`src/rtl/mips_ctrl_pkg.sv`:
```
// Shared encodings for the multi-cycle MIPS controller: opcodes, FSM states,
// datapath mux selects and the control word handed from decoder to top.
package mips_ctrl_pkg;

    localparam logic [5:0] OP_RTYPE = 6'b000000;
    localparam logic [5:0] OP_ADDI  = 6'b001000;
    localparam logic [5:0] OP_LW    = 6'b100011;
    localparam logic [5:0] OP_SW    = 6'b101011;
    localparam logic [5:0] OP_BEQ   = 6'b000100;
    localparam logic [5:0] OP_BNE   = 6'b000101;
    localparam logic [5:0] OP_J     = 6'b000010;

    typedef enum logic [3:0] {
        StFetch    = 4'd0,
        StDecode   = 4'd1,
        StMemAdr   = 4'd2,
        StMemRd    = 4'd3,
        StMemWb    = 4'd4,
        StMemWr    = 4'd5,
        StRtExec   = 4'd6,
        StRtWb     = 4'd7,
        StAddiExec = 4'd8,
        StAddiWb   = 4'd9,
        StBeq      = 4'd10,
        StBne      = 4'd11,
        StJump     = 4'd12,
        StTrap     = 4'd13
    } state_t;

    localparam logic [1:0] SRCB_REG     = 2'b00;
    localparam logic [1:0] SRCB_FOUR    = 2'b01;
    localparam logic [1:0] SRCB_IMM     = 2'b10;
    localparam logic [1:0] SRCB_IMM_SH2 = 2'b11;

    localparam logic [1:0] PCSRC_ALU    = 2'b00;
    localparam logic [1:0] PCSRC_ALUOUT = 2'b01;
    localparam logic [1:0] PCSRC_JUMP   = 2'b10;

    localparam logic [1:0] ALU_OP_ADD   = 2'b00;
    localparam logic [1:0] ALU_OP_SUB   = 2'b01;
    localparam logic [1:0] ALU_OP_FUNCT = 2'b10;

    typedef struct packed {
        logic       pc_write;
        logic       pc_write_cond;
        logic       branch_ne;
        logic       iord;
        logic       mem_read;
        logic       mem_write;
        logic       ir_write;
        logic       mem_to_reg;
        logic       reg_dst;
        logic       reg_write;
        logic       alu_src_a;
        logic [1:0] alu_src_b;
        logic [1:0] alu_op;
        logic [1:0] pc_src;
    } ctrl_word_t;

endpackage

```
`src/rtl/mips_ctrl_outdec.sv`:
```
// Pure state-to-control-word decode. FETCH reports ir_write/pc_write raw;
// the top level gates them with the memory handshake.
module mips_ctrl_outdec
    import mips_ctrl_pkg::*;
(
    input  state_t     state,
    output ctrl_word_t ctrl
);

    always_comb begin
        ctrl = '0;
        unique case (state)
            StFetch: begin
                ctrl.mem_read  = 1'b1;
                ctrl.ir_write  = 1'b1;
                ctrl.pc_write  = 1'b1;
                ctrl.alu_src_b = SRCB_FOUR;
                ctrl.alu_op    = ALU_OP_ADD;
                ctrl.pc_src    = PCSRC_ALU;
            end
            StDecode: begin
                ctrl.alu_src_b = SRCB_IMM_SH2;
                ctrl.alu_op    = ALU_OP_ADD;
            end
            StMemAdr, StAddiExec: begin
                ctrl.alu_src_a = 1'b1;
                ctrl.alu_src_b = SRCB_IMM;
                ctrl.alu_op    = ALU_OP_ADD;
            end
            StMemRd: begin
                ctrl.mem_read = 1'b1;
                ctrl.iord     = 1'b1;
            end
            StMemWb: begin
                ctrl.reg_write  = 1'b1;
                ctrl.mem_to_reg = 1'b1;
            end
            StMemWr: begin
                ctrl.mem_write = 1'b1;
                ctrl.iord      = 1'b1;
            end
            StRtExec: begin
                ctrl.alu_src_a = 1'b1;
                ctrl.alu_src_b = SRCB_REG;
                ctrl.alu_op    = ALU_OP_FUNCT;
            end
            StRtWb: begin
                ctrl.reg_write = 1'b1;
                ctrl.reg_dst   = 1'b1;
            end
            StAddiWb: begin
                ctrl.reg_write = 1'b1;
            end
            StBeq, StBne: begin
                ctrl.alu_src_a     = 1'b1;
                ctrl.alu_src_b     = SRCB_REG;
                ctrl.alu_op        = ALU_OP_SUB;
                ctrl.pc_write_cond = 1'b1;
                ctrl.branch_ne     = (state == StBne);
                ctrl.pc_src        = PCSRC_ALUOUT;
            end
            StJump: begin
                ctrl.pc_write = 1'b1;
                ctrl.pc_src   = PCSRC_JUMP;
            end
            default: ;
        endcase
    end

endmodule

```
`src/rtl/mips_multicycle_ctrl.sv`:
```
// Multi-cycle MIPS main controller: state register, next-state sequencing,
// sticky illegal-opcode flag, reset forcing and memory-ready gating.
module mips_multicycle_ctrl
    import mips_ctrl_pkg::*;
#(
    parameter int unsigned ALU_OP_W      = 2,
    parameter bit          MEM_HANDSHAKE = 1'b1
) (
    input  logic                clk,
    input  logic                rst_n,
    input  logic [5:0]          opcode,
    input  logic                mem_ready,
    output logic                pc_write,
    output logic                pc_write_cond,
    output logic                branch_ne,
    output logic                iord,
    output logic                mem_read,
    output logic                mem_write,
    output logic                ir_write,
    output logic                mem_to_reg,
    output logic                reg_dst,
    output logic                reg_write,
    output logic                alu_src_a,
    output logic [1:0]          alu_src_b,
    output logic [ALU_OP_W-1:0] alu_op,
    output logic [1:0]          pc_src,
    output logic                illegal_op,
    output logic [3:0]          state_dbg
);

    state_t     state_q, state_d;
    logic       illegal_q;
    logic       ready;
    logic       fetch_gate;
    ctrl_word_t ctrl;

    assign ready = MEM_HANDSHAKE ? mem_ready : 1'b1;

    always_comb begin
        state_d = state_q;
        unique case (state_q)
            StFetch:    if (ready) state_d = StDecode;
            StDecode: begin
                case (opcode)
                    OP_RTYPE:     state_d = StRtExec;
                    OP_ADDI:      state_d = StAddiExec;
                    OP_LW, OP_SW: state_d = StMemAdr;
                    OP_BEQ:       state_d = StBeq;
                    OP_BNE:       state_d = StBne;
                    OP_J:         state_d = StJump;
                    default:      state_d = StTrap;
                endcase
            end
            // Only lw/sw reach here and the IR keeps the opcode stable.
            StMemAdr:   state_d = (opcode == OP_LW) ? StMemRd : StMemWr;
            StMemRd:    if (ready) state_d = StMemWb;
            StMemWr:    if (ready) state_d = StFetch;
            StRtExec:   state_d = StRtWb;
            StAddiExec: state_d = StAddiWb;
            StMemWb, StRtWb, StAddiWb, StBeq, StBne, StJump: state_d = StFetch;
            StTrap:     state_d = StTrap;
            default:    state_d = StFetch;
        endcase
    end

    always_ff @(posedge clk) begin
        if (!rst_n) begin
            state_q   <= StFetch;
            illegal_q <= 1'b0;
        end else begin
            state_q   <= state_d;
            illegal_q <= illegal_q | (state_d == StTrap);
        end
    end

    mips_ctrl_outdec u_outdec (
        .state (state_q),
        .ctrl  (ctrl)
    );

    // IR and PC may only latch the fetched word once memory has delivered it.
    assign fetch_gate = (state_q != StFetch) | ready;

    always_comb begin
        pc_write      = rst_n & ctrl.pc_write & fetch_gate;
        ir_write      = rst_n & ctrl.ir_write & fetch_gate;
        pc_write_cond = rst_n & ctrl.pc_write_cond;
        branch_ne     = rst_n & ctrl.branch_ne;
        iord          = rst_n & ctrl.iord;
        mem_read      = rst_n & ctrl.mem_read;
        mem_write     = rst_n & ctrl.mem_write;
        mem_to_reg    = rst_n & ctrl.mem_to_reg;
        reg_dst       = rst_n & ctrl.reg_dst;
        reg_write     = rst_n & ctrl.reg_write;
        alu_src_a     = rst_n & ctrl.alu_src_a;
        alu_src_b     = rst_n ? ctrl.alu_src_b : 2'b00;
        alu_op        = rst_n ? ALU_OP_W'(ctrl.alu_op) : '0;
        pc_src        = rst_n ? ctrl.pc_src : 2'b00;
        illegal_op    = rst_n & illegal_q;
        state_dbg     = rst_n ? state_q : StFetch;
    end

endmodule

```
`config.mk`:
```
export PLATFORM = sky130hd
export DESIGN_NAME = mips_multicycle_ctrl
export DESIGN_NICKNAME = d
export VERILOG_FILES = /design/src/rtl/mips_ctrl_pkg.sv /design/src/rtl/mips_ctrl_outdec.sv /design/src/rtl/mips_multicycle_ctrl.sv
export SDC_FILE = /design/constraint.sdc
export NUM_CORES = 1
export LEC_CHECK = 0
export ABC_AREA = 0
export ABC_CLOCK_PERIOD_IN_PS = 1990
export BUFFER_PORTS_ARGS = -buffer_cell sky130_fd_sc_hd__buf_4
export CORE_MARGIN = 3
export CORE_UTILIZATION = 41
export DETAILED_ROUTE_END_ITERATION = 16
export PLACE_DENSITY_LB_ADDON = 0.12
export SETUP_SLACK_MARGIN = 0.15
export SYNTH_ARGS = -nofsm -noshare
export SYNTH_HDL_FRONTEND = slang
export SYNTH_SLANG_ARGS = --single-unit
```
`constraint.sdc`:
```
create_clock -name clk -period 1.99 [get_ports clk]
set_input_delay 0.2985 -clock clk [delete_from_list [all_inputs] [get_ports clk]]
set_output_delay 0.2985 -clock clk [all_outputs]
set_load 0.01 [all_outputs]
```
; ---- Word-level counts from Yosys, hierarchy flattened
; Cells that the tools add are included.
[word_totals]
inputBits = 9
register_bits = 5
out_inout_bits = 22
[op_classes]
n_eq_ne = 20
n_bitwise = 16
reduce_logical = 11
muxes = 22
[op_table]
columns = cell, n
row1 = 4-bit case mux with 8 select lines, 1
row2 = "4-bit equality test, second input constant", 7
row3 = 4-bit case mux with 6 select lines, 1
row4 = 4-bit case mux with 5 select lines, 1
row5 = "4-bit by 3-bit equality test with 1-bit output, second input constant", 4
row6 = 4-bit 2-to-1 mux, 4
row7 = 1-bit AND, 14
row8 = "6-bit by 3-bit equality test with 1-bit output, second input constant", 2
row9 = "6-bit equality test, second input constant", 2
row10 = 2-bit OR reduction, 6
row11 = 1-bit 2-to-1 mux, 9
row12 = "4-bit by 2-bit equality test with 1-bit output, second input constant", 2
row13 = 2-bit 2-to-1 mux, 4
row14 = "6-bit by 2-bit equality test with 1-bit output, second input constant", 1
row15 = "6-bit by 4-bit equality test with 1-bit output, second input constant", 1
row16 = 6-bit zero test, 1
row17 = 5-bit OR reduction, 1
row18 = "4-bit by 1-bit equality test with 1-bit output, second input constant", 1
row19 = 4-bit zero test, 1
row20 = 2-bit case mux with 2 select lines, 1
row21 = 4-bit nonzero test, 1
row22 = 3-bit 2-to-1 mux, 1
row23 = 3-bit OR reduction, 1
row24 = 1-bit bitwise OR, 2

; ---- Logic depth before layout (Yosys ltp)
; Gate-level depths: netlist (run 1).
[depth]
depth_word = 6
ltp_mapped = 6
mapped_depth_nobuf = 5

; ---- Hierarchy
; Synthesis (run 1) repeated with hierarchy kept, for this count alone.
[unflattened]
hier_cells = 126
hier_area_um2 = 842.1
[by_module_without_submodules]
columns = module, seq_area_each_um2, cells_per_inst, area_per_inst_um2, n_inst
row1 = mips_multicycle_ctrl, 100.1, 93, 634.4, 1
row2 = mips_ctrl_outdec, 0.0, 33, 207.7, 1

; ---- Least setup slack after synthesis (run 1)
; Ideal clock, no wire load.
[synth_timing]
path_type = register -> register
from = register state_q[1]
to = register illegal_q
setup_time_ns = 0.068
required_ns = 1.922
path_stages_with_launch = 6
setup_slack_ns = 0.127
arrival_ns = 1.795
period_less_slack_ns = 1.863
path_buffers = 1
path_cell_list = dfxtp_1 > buf_6 > or4b_4 > or3_1 > a2111o_1 > o21bai_2
[synth_between]
elab_chain_cells = 4
word_cells_on_any_way = 14
classes_between = eq/ne (8) / mux (4) / bitwise (1) / reduce/logical (1)
[synth_lines]
columns = element, line
row1 = start: declaration, mips_multicycle_ctrl.sv:31  ; state_t state_q, state_d;
row2 = start signal: assignment, mips_multicycle_ctrl.sv:68  ; state_q <= StFetch;
row3 = start signal: assignment, mips_multicycle_ctrl.sv:71  ; state_q <= state_d;
row4 = 4-bit equality test (tied with other cells), mips_multicycle_ctrl.sv:41  ; unique case (state_q)
row5 = 4-bit case mux with 8 select lines *, mips_multicycle_ctrl.sv:41
row6 = 4-bit equality test *, mips_multicycle_ctrl.sv:72  ; illegal_q <= illegal_q | (state_d == StTrap);
row7 = 1-bit bitwise OR *, mips_multicycle_ctrl.sv:72
row8 = end signal: assignment, mips_multicycle_ctrl.sv:72
row9 = end: declaration, mips_multicycle_ctrl.sv:32  ; logic illegal_q;
; Mark *: on every way between the ends. The rest lies on a longest branch, timed or not.
; A chain may end at the register's enable or synchronous reset.

; ---- Worst setup path after layout (run 1)
[layout_timing]
from = register state_q[1]
to = output pc_write
[layout_between]
elab_chain_cells = 5
word_cells_on_any_way = 8
classes_between = eq/ne (1) / mux (1) / bitwise (3) / reduce/logical (3)
[layout_lines]
columns = element, line
row1 = 4-bit equality test / 4-bit zero test (equally long branches), mips_ctrl_outdec.sv:12  ; unique case (state)
row2 = 2-bit OR reduction (no source line), n/a
row3 = 1-bit 2-to-1 mux, mips_ctrl_outdec.sv:12
row4 = 1-bit AND, mips_multicycle_ctrl.sv:85  ; pc_write = rst_n & ctrl.pc_write & fetch_gate;
row5 = 1-bit AND *, mips_multicycle_ctrl.sv:85
row6 = end: declaration, mips_multicycle_ctrl.sv:13  ; output logic pc_write,
; Marked as above.

==> metrics.cfg, run 1 <==
[timing]
min_period_over_period_pct = 90.1
setup_violations = 0
fin_crit_ns = 1.79
clock_skew_ns = 0.000297
finalHoldViolCount = 0
max_clock_freq_ghz = 0.558
drv_slew = 0
slew_headroom_pct = 72.5
tns_ns = 0
grt_setup_unrepaired = yes
fin_ws_ns = 0.197
tightestPinTransition_ns = 0.410

[power]
irDropWorstVdd_uv = 667
p_leak_nw = 0.476
power.density_nw_per_um2 = 1100

[floorplanning]
start_util_pct = 44.7
die_area_um2 = 2230
pin_count = 31
core-area_um2 = 1560
die_w_um = 47.2
placementRows = 14
die_height_um = 47.2

[critical_path]
critPathArrivalTime_ns = 1.49
required_ns = 1.69
rr_endpoint = illegal_q
crit_chain = buf_4 > nor2_1 > and3_1 > or2_2 > buf_4
critPathMaxStageDelay_ns = 0.33
cp_max_fo = 17
reg2reg_setup_slack_ns = 0.22
path_class = reg2out
cpMostUsedCell = buf_4
critPathCaptureType = primary output
worst_path_max_delay_cell = dfxtp_1
cp-start-kind = flip-flop
r2r_cells = 4
r2r_start = state_q[2]

[clocking]
clockBufferDepth = 2
cts_setup_buffers = 0
cts_tree = built
path_clk_slew_ns = 0.04
root_buffer = clkbuf_4
clock-sinks = 5
clkLatencyLatePin_ns = 0.24
postCtsHoldBufs = 0
htree_levels = 1
cts_buffers = 3

[yosys]
synth_area_leaders = dfxtp_1 14%, nor2_1 8.1%, nand2b_1 5.4%
syn_area_per_cell_um2 = 6.51
ys_seq_elements = 5
synth_cell_types = 39
seq_area_frac_synth_pct = 14.4
synth_top_area_share_pct = 14.4
syn_area_um2 = 697
syn-num-nets = 116
synth_top_area_cell = dfxtp_1
synth_cells = 107
synth_warnings = 0

[hold_path]
holdCritStartpoint = opcode[4]
worstHoldPathCells = 3
hold_end = state_q[1]
min_path_type = in2reg

[finish]
postLayoutCellArea_um2 = 983
drive_gt1_share_pct = 34.1
n_antenna_cell = 0
area_growth_pct = 41.1
nNetsFinal = 148
finalNonFillerCells = 154

[place]
place_ws_ns = 0.213
gp_congestion = 0.840
placed_area_um2 = 941
hpwl_um = 1500
dp.cells = 150
port_buffers = 30

[detailed_routing]
wirelength_um = 1910
viasPerCell = 5.53
antenna_left = 0
drt_iter0_markers = 14
drcViolationCount = 0
vias = 851
dr.pass1.iters = 4
post_drt_wl_per_cell_um = 12.4

[outcome]
status = finished, final reports clean

[global_route]
grt_pass1_vias = 715
grt_pass1_wl_um = 3120
grt_util_all_layers_pct = 19.4
grt_max_degree = 18
overflow = 0
antenna_found_initial = 0

[run]
maxCapViolCount = 0

Yosys cell counts:
library cell  instances
dfxtp_1               5
nand2b_1              6
nand4b_1              1
o21bai_2              1
a31oi_1               1
o21ai_0               6
and4_1                2
a21o_1                1
buf_4                 1
buf_6                 1
a2111o_1              1
nand2_1               5
or3_1                 1
nor2b_1               5
nor2_1               15
a211oi_1              1
or4b_4                1
o41a_1                1
nand3_1               1
o211ai_1              1
and3_1                2
a21boi_0              1
buf_2                 1
nor4b_1               1
o21a_1                1
a21oi_1               6
clkbuf_1              5
buf_1                 1
nor3_1                6
and2_1                5
o32ai_1               2
or2_2                 2
nor3b_1               2
inv_1                 6
xor2_1                2
o22ai_1               2
nor4_1                3
a221oi_1              1
maj3_1                1
state kept, by name (all words and copies together), names as in the netlist:
| name | cells |
|---|---|
| illegal_q | 1 |
| state_q | 4 |
cell usage in the layout, fill, tap and decap left out, types with 2 or more instances in the layout:
cell type | synthesis | layout
a21oi_1 | 6 | 6
nor4_1 | 3 | 3
clkbuf_4 | 0 | 3
dfxtp_1 | 5 | 3
nand2_1 | 5 | 4
nor2_1 | 15 | 15
dfxtp_2 | 0 | 2
and4_1 | 2 | 2
nor3_1 | 6 | 6
xor2_1 | 2 | 2
o21ai_0 | 6 | 6
and2_1 | 5 | 5
o22ai_1 | 2 | 2
nand2b_1 | 6 | 6
and3_1 | 2 | 2
nor3b_1 | 2 | 2
buf_4 | 1 | 35
inv_1 | 6 | 6
or2_2 | 2 | 2
nor2b_1 | 5 | 5
timing repair:
action | CTS | global route
cloned | 0 | 0
hold endpoints to repair | 0 | 0
pin swaps | 0 | 0
setup endpoints to repair | 1 | 2
resized for setup | 3 | 2
worst max-delay path: cells and delay by family, from the launching register on:
kind / cells / cell delay [ns]
buf+inv: 2 / 0.36
simple gates: 3 / 0.57
flops: 1 / 0.33
worst max path at each step:
stage	startpoint	end	slack [ns]
after floorplan	state_q[1]	illegal_q	0.19
after global placement	state_q[2]	illegal_q	0.23
after detailed placement	state_q[2]	illegal_q	0.21
after CTS	state_q[3]	pc_write	0.16
after global routing	state_q[1]	illegal_q	0.12
final	state_q[1]	pc_write	0.20
logic make-up (layout without fill, tap and decap cells):
logic type	count (synthesis)	count (layout)	share of synthesized area [%]
flip-flops	5	5	14.4
adder cells (fa/ha/maj)	1	1	1.44
AND/OR/NAND/NOR	58	58	46.5
AO/OA/AOI/OAI	26	26	25.3
XOR/XNOR	2	2	2.51
buffers and inverters	15	46	9.87
routing by layer:
layer / GRT usage, % / vias up / part of all wire, %
met5: 0 / - / 0
met4: 8.29 / 0 / 0.47
met3: 2.30 / 2 / 5.1
met2: 29.1 / 21 / 45
met1: 27.4 / 382 / 49
li1: - / 446 / -
power breakdown:
part | total [mW] | switching [mW] | internal (mW)
clock network | 0.114 | 0.0383 | 0.0756
logic | 0.785 | 0.411 | 0.374
registers | 0.186 | 0.0453 | 0.141
through the flow:
step / power (mW) / hold WS, ns / utilization [%]
finish: 1.08 / 0.447 / 63.1
global route: 1.21 / 0.461 / 63.1
CTS: 1.07 / 0.449 / 62.4
detailed placement: 0.946 / 0.570 / 60.4
global placement: 0.939 / 0.564 / 60.4
floorplan: 0.681 / 0.547 / -
area by class of cell:
| type | instances | area, um^2 |
|---|---|---|
| clock buffer | 4 | 26.3 |
| fill | 154 | 576 |
| inverter | 6 | 22.5 |
| multi-input combinational | 87 | 538 |
| sequential | 5 | 103 |
| tap | 16 | 20.0 |
| timing repair buffer | 36 | 274 |
Note: power is estimated with default switching activity, not from simulation.
==> run 2: changes to the inputs <==
--- a/config.mk
+++ b/config.mk
@@ -8,10 +8,10 @@
 export ABC_AREA = 0
 export ABC_CLOCK_PERIOD_IN_PS = 1990
 export BUFFER_PORTS_ARGS = -buffer_cell sky130_fd_sc_hd__buf_4
-export CORE_MARGIN = 3
+export CORE_MARGIN = 1
 export CORE_UTILIZATION = 41
 export DETAILED_ROUTE_END_ITERATION = 16
-export PLACE_DENSITY_LB_ADDON = 0.12
+export PLACE_DENSITY = 0.82
 export SETUP_SLACK_MARGIN = 0.15
 export SYNTH_ARGS = -nofsm -noshare
 export SYNTH_HDL_FRONTEND = slang
==> metrics.cfg, run 2 (synthesized netlist as in run 1, its figures left out) <==
[detailed_routing]
viasPerCell = 5.73  ; +3.6%
dr.pass1.iters = 4  ; unchanged
wirelength_um = 2030  ; +6.5%
post_drt_wl_per_cell_um = 12.9  ; +4.4%
antenna_left = 0  ; unchanged
drcViolationCount = 0  ; unchanged
met3WireLength_um = 110  ; +13%
vias = 899  ; +5.6%
met2_length_um = 1020  ; +18%
met1_length_um = 858  ; -8.3%
highest_layer = met4
drt_iter0_markers = 35  ; +21

[global_route]
grt_max_degree = 21  ; +3
grt_pass1_vias = 706  ; -1.3%
grt_util_all_layers_pct = 19.9  ; +0.56 points
overflow = 0  ; unchanged
antenna_found_initial = 0  ; unchanged
grt_pass1_wl_um = 2930  ; -6.2%

[place]
hpwl_um = 1320  ; -12%
place_ws_ns = 0.196  ; -0.0170 ns
port_buffers = 30  ; unchanged
gp_congestion = 0.849  ; +1.1%

[timing]
slew_headroom_pct = 68.4  ; -4.1 points
fin_crit_ns = 1.77  ; -0.0274 ns
grt_setup_unrepaired = no
finalHoldViolCount = 0  ; unchanged
fin_ws_ns = 0.224  ; +0.0274 ns
clock_skew_ns = 0.00124  ; +0.000944 ns
setup_violations = 0  ; unchanged
drv_slew = 0  ; unchanged
min_period_over_period_pct = 88.7  ; -1.4 points
tns_ns = 0  ; unchanged
tightestPinTransition_ns = 0.469  ; +0.0586 ns
max_clock_freq_ghz = 0.566  ; +1.6%

[finish]
post-route-util_pct = 67.6  ; +4.5 points
layout_commonest_cell = buf_4
drive_gt1_share_pct = 36.2  ; +2.1 points
area_growth_pct = 49.6
n_antenna_cell = 0  ; unchanged
largest_register_ffs = 4  ; unchanged
largest_register = state_q
nNetsFinal = 151  ; +2.0%
reg_top3 = state_q: 4 flops, illegal_q: 1 flops
layout_common_cells = 35 x buf_4, 15 x nor2_1

[floorplanning]
pin_count = 31  ; unchanged
core-area_um2 = 1540  ; -1.1%
start_util_pct = 45.2  ; +0.51 points
placementRows = 14  ; unchanged
die_w_um = 43.2  ; -8.5%
die_area_um2 = 1870  ; -16%
die_height_um = 43.2  ; -8.5%

[critical_path]
critPathArrivalTime_ns = 1.47  ; -0.02 ns
required_ns = 1.69  ; about the same
path_class = reg2out
cp-start-kind = flip-flop
cp_max_fo = 10  ; -7
critPathCaptureType = primary output
reg2reg_setup_slack_ns = 0.23  ; about the same

[hold_path]
min_path_type = in2reg

[clocking]
postCtsHoldBufs = 0  ; unchanged
clock-sinks = 5  ; unchanged
htree_levels = 1  ; unchanged
clkLatencyLatePin_ns = 0.24  ; about the same
path_clk_slew_ns = 0.04  ; about the same
clockBufferDepth = 2  ; unchanged
cts_buffers = 3  ; unchanged
cts_tree = built
root_buffer = clkbuf_4

[power]
combPwrFrac_pct = 74.9  ; +2.5 points
p_clk_share_pct = 9.6  ; -0.9 points
power.density_nw_per_um2 = 1140  ; +3.0%
p_seq_share_pct = 15.6  ; -1.5 points
intPower_uw = 662  ; +12%
p_leak_nw = 0.504  ; +5.7%
irDropWorstVdd_uv = 692  ; +3.6%
power.switching_uw = 522  ; +5.5%
switching_share_pct = 44.1  ; -1.5 points
finalPower_mw = 1.18  ; +9.1%

[run]
maxCapViolCount = 0  ; unchanged

[outcome]
status = finished, final reports clean

## run 2: cell count changes in the layout (fill, tap and decap cells not counted), sizes merged
cell	before	now
buf	36	38
clkbuf	4	5
## run 2: path summary, 6_finish.rpt
path | depth (start not counted) | to | from
hold reg to reg | 2 | illegal_q | illegal_q
setup / recovery | 7 | reg_write | state_q[2]
hold / removal | 3 | state_q[1] | opcode[4]
setup reg to reg | 4 | illegal_q | state_q[1]
## run 2: stage by stage
stage                     hold slack (ns)  cell area [um^2]  cells
after floorplan                     0.547               697    107
after global placement              0.544               926    148
after detailed placement            0.550               926    148
after CTS                           0.458               960    152
after global routing                0.479              1040    157
final                               0.470              1040    157
## run 2: cell type report
class	instances	area, um^2
Multi-Input combinational cell	87	546
Fill cell	153	499
Timing Repair Buffer	39	325
Sequential cell	5	103
Clock buffer	4	26.3
Inverter	6	22.5
Tap cell	16	20.0
## run 2: per-layer routing
layer  global-route usage (%)  vias to the layer above
met5                        0                        -
met1                     25.2                      404
met2                     35.8                       37
li1                         -                      452
met3                        0                        6
met4                     7.27                        0
## run 2: power by group through the flow
| stage | Sequential [mW] | Clock (mW) | Combinational [mW] |
|---|---|---|---|
| floorplan | 0.155 | 0 | 0.526 |
| global placement | 0.162 | 0 | 0.747 |
| detailed placement | 0.165 | 0 | 0.755 |
| CTS | 0.163 | 0.119 | 0.774 |
| global route | 0.189 | 0.120 | 0.982 |
| finish | 0.184 | 0.113 | 0.886 |
## run 2: worst max-delay path, cell delays in order, from the launching register on
cell and delay (ns):
dfxtp_1 0.36, buf_6 0.15, nand2b_4 0.14, inv_1 0.04, a21oi_1 0.14, o22ai_1 0.09, and2_1 0.16, buf_4 0.14
## run 2: timing repair
action                                  4_1_cts  5_1_grt
endpoints found under the setup margin        1        4
buffers inserted                              0        4
cloned                                        0        1
gates resized for setup                       1        8
==> run 3: changes to the inputs <==
--- a/config.mk
+++ b/config.mk
@@ -11,7 +11,7 @@
 export CORE_MARGIN = 1
 export CORE_UTILIZATION = 41
 export DETAILED_ROUTE_END_ITERATION = 16
-export PLACE_DENSITY = 0.82
+export PLACE_DENSITY = 0.74
 export SETUP_SLACK_MARGIN = 0.15
 export SYNTH_ARGS = -nofsm -noshare
 export SYNTH_HDL_FRONTEND = slang
==> metrics.cfg, run 3 (synthesized netlist as in run 1, its figures left out) <==
[floorplanning]
placementRows = 14  ; unchanged
die_area_um2 = 1870  ; unchanged
start_util_pct = 45.2  ; unchanged
die_w_um = 43.2  ; unchanged
pin_count = 31  ; unchanged
die_height_um = 43.2  ; unchanged
core-area_um2 = 1540  ; unchanged

[critical_path]
cp_max_fo = 20  ; +10
required_ns = 1.69  ; about the same
path_class = reg2out
critPathArrivalTime_ns = 1.48  ; about the same
r2r_cells = 4  ; unchanged
cp-start-kind = flip-flop
critPathCaptureType = primary output
reg2reg_setup_slack_ns = 0.22  ; about the same

[hold_path]
min_path_type = in2reg
worstHoldPathCells = 3  ; unchanged

[detailed_routing]
viasPerCell = 5.57  ; -2.8%
wirelength_um = 1800  ; -11%
drcViolationCount = 0  ; unchanged
vias = 863  ; -4.0%
drt_iter0_markers = 13  ; -63%
antenna_left = 0  ; unchanged
post_drt_wl_per_cell_um = 11.6  ; -10%
dr.pass1.iters = 4  ; unchanged

[timing]
finalHoldViolCount = 0  ; unchanged
tns_ns = 0  ; unchanged
max_clock_freq_ghz = 0.562  ; -0.69%
tightestPinTransition_ns = 0.451  ; -0.0174 ns
clock_skew_ns = 0.00405  ; +0.00281 ns
drv_slew = 0  ; unchanged
fin_ws_ns = 0.212  ; -0.0122 ns
min_period_over_period_pct = 89.3  ; +0.61 points
slew_headroom_pct = 69.6  ; +1.2 points
fin_crit_ns = 1.78  ; +0.0122 ns
grt_setup_unrepaired = yes
setup_violations = 0  ; unchanged

[finish]
n_antenna_cell = 0  ; unchanged
largest_register_ffs = 4  ; unchanged
multi_input_area_um2 = 546  ; unchanged
layout_common_cells = 33 x buf_4, 15 x nor2_1
layout_commonest_cell = buf_4
num-fill-cells = 158  ; +3.3%
regArea_um2 = 100  ; -2.4%
drive_gt1_share_pct = 34.5  ; -1.6 points
nNetsFinal = 149  ; -1.3%
largest_register = state_q
reg_top3 = state_q: 4 flops, illegal_q: 1 flops
area_growth_pct = 44.7

[place]
gp_congestion = 0.836  ; -1.5%
hpwl_um = 1360  ; +3.4%
place_ws_ns = 0.234  ; +0.0380 ns
port_buffers = 30  ; unchanged

[clocking]
clock-sinks = 5  ; unchanged
clkLatencyLatePin_ns = 0.24  ; about the same
cts_tree = built
htree_levels = 1  ; unchanged
path_clk_slew_ns = 0.04  ; about the same
clockBufferDepth = 2  ; unchanged
cts_buffers = 3  ; unchanged
root_buffer = clkbuf_4

[run]
maxCapViolCount = 0  ; unchanged

[power]
power.density_nw_per_um2 = 1110  ; -2.1%
p_leak_nw = 0.489  ; -2.9%
irDropWorstVdd_uv = 727  ; +5.2%

[global_route]
grt_pass1_wl_um = 3050  ; +4.2%
antenna_found_initial = 0  ; unchanged
grt_util_all_layers_pct = 21.2  ; +1.3 points
grt_max_degree = 21  ; unchanged
overflow = 0  ; unchanged
grt_pass1_vias = 748  ; +5.9%

[outcome]
status = finished, final reports clean

-- run 3: report_power, final --
part           switching [mW]  internal, mW
clock                  0.0408        0.0726
combinational           0.439         0.409
sequential             0.0243         0.136
-- run 3: timing repair --
| action | 4_1_cts | 5_1_grt |
|---|---|---|
| hold buffers | 0 | 0 |
| resized for setup | 1 | 6 |
| gates cloned | 0 | 0 |
| setup buffers | 0 | 3 |
| pin swaps | 0 | 0 |
| endpoints found under the setup margin | 1 | 4 |
-- run 3: final cells by class --
class / count / share of cell area (%)
Tap cell: 16 / 1.99
Inverter: 6 / 2.23
Timing Repair Buffer: 37 / 29.0
Sequential cell: 5 / 9.93
Clock buffer: 3 / 2.23
Multi-Input combinational cell: 87 / 54.1
Clock inverter: 1 / 0.496
-- run 3: worst max-delay path, stage by stage, from the launching register on --
cell	delay, ns
dfxtp_1	0.35
buf_6	0.20
nor2_1	0.08
and4_1	0.20
or2_2	0.26
buf_4	0.14
-- run 3: routing by layer --
layer / GRT usage [%] / vias to the layer above / wire, um / part of all wire, %
met1: 23.5 / 384 / 722 / 40
met3: 3.40 / 2 / 117 / 6.5
met4: 10.3 / 0 / 8 / 0.44
li1: - / 445 / - / -
met5: 0 / - / 0 / 0
met2: 38.2 / 32 / 952 / 53
-- run 3: final timing paths --
| path | startpoint | endpoint |
|---|---|---|
| setup / recovery | state_q[3] | pc_write |
| hold / removal | opcode[4] | state_q[1] |
| setup reg to reg | state_q[1] | illegal_q |
| hold reg to reg | illegal_q | illegal_q |
-- run 3: per-stage QoR --
stage | power [mW] | hold slack (ns) | instance area [um^2] | utilization (%) | instances
3_5_place_dp | 0.928 | 0.583 | 926 | 60.1 | 148
3_3_place_gp | 0.920 | 0.540 | 926 | 60.1 | 148
5_1_grt | 1.23 | 0.483 | 1010 | 65.4 | 155
4_1_cts | 1.07 | 0.457 | 961 | 62.3 | 152
2_1_floorplan | 0.681 | 0.547 | 697 | - | 107
6_report | 1.12 | 0.457 | 1010 | 65.4 | 155
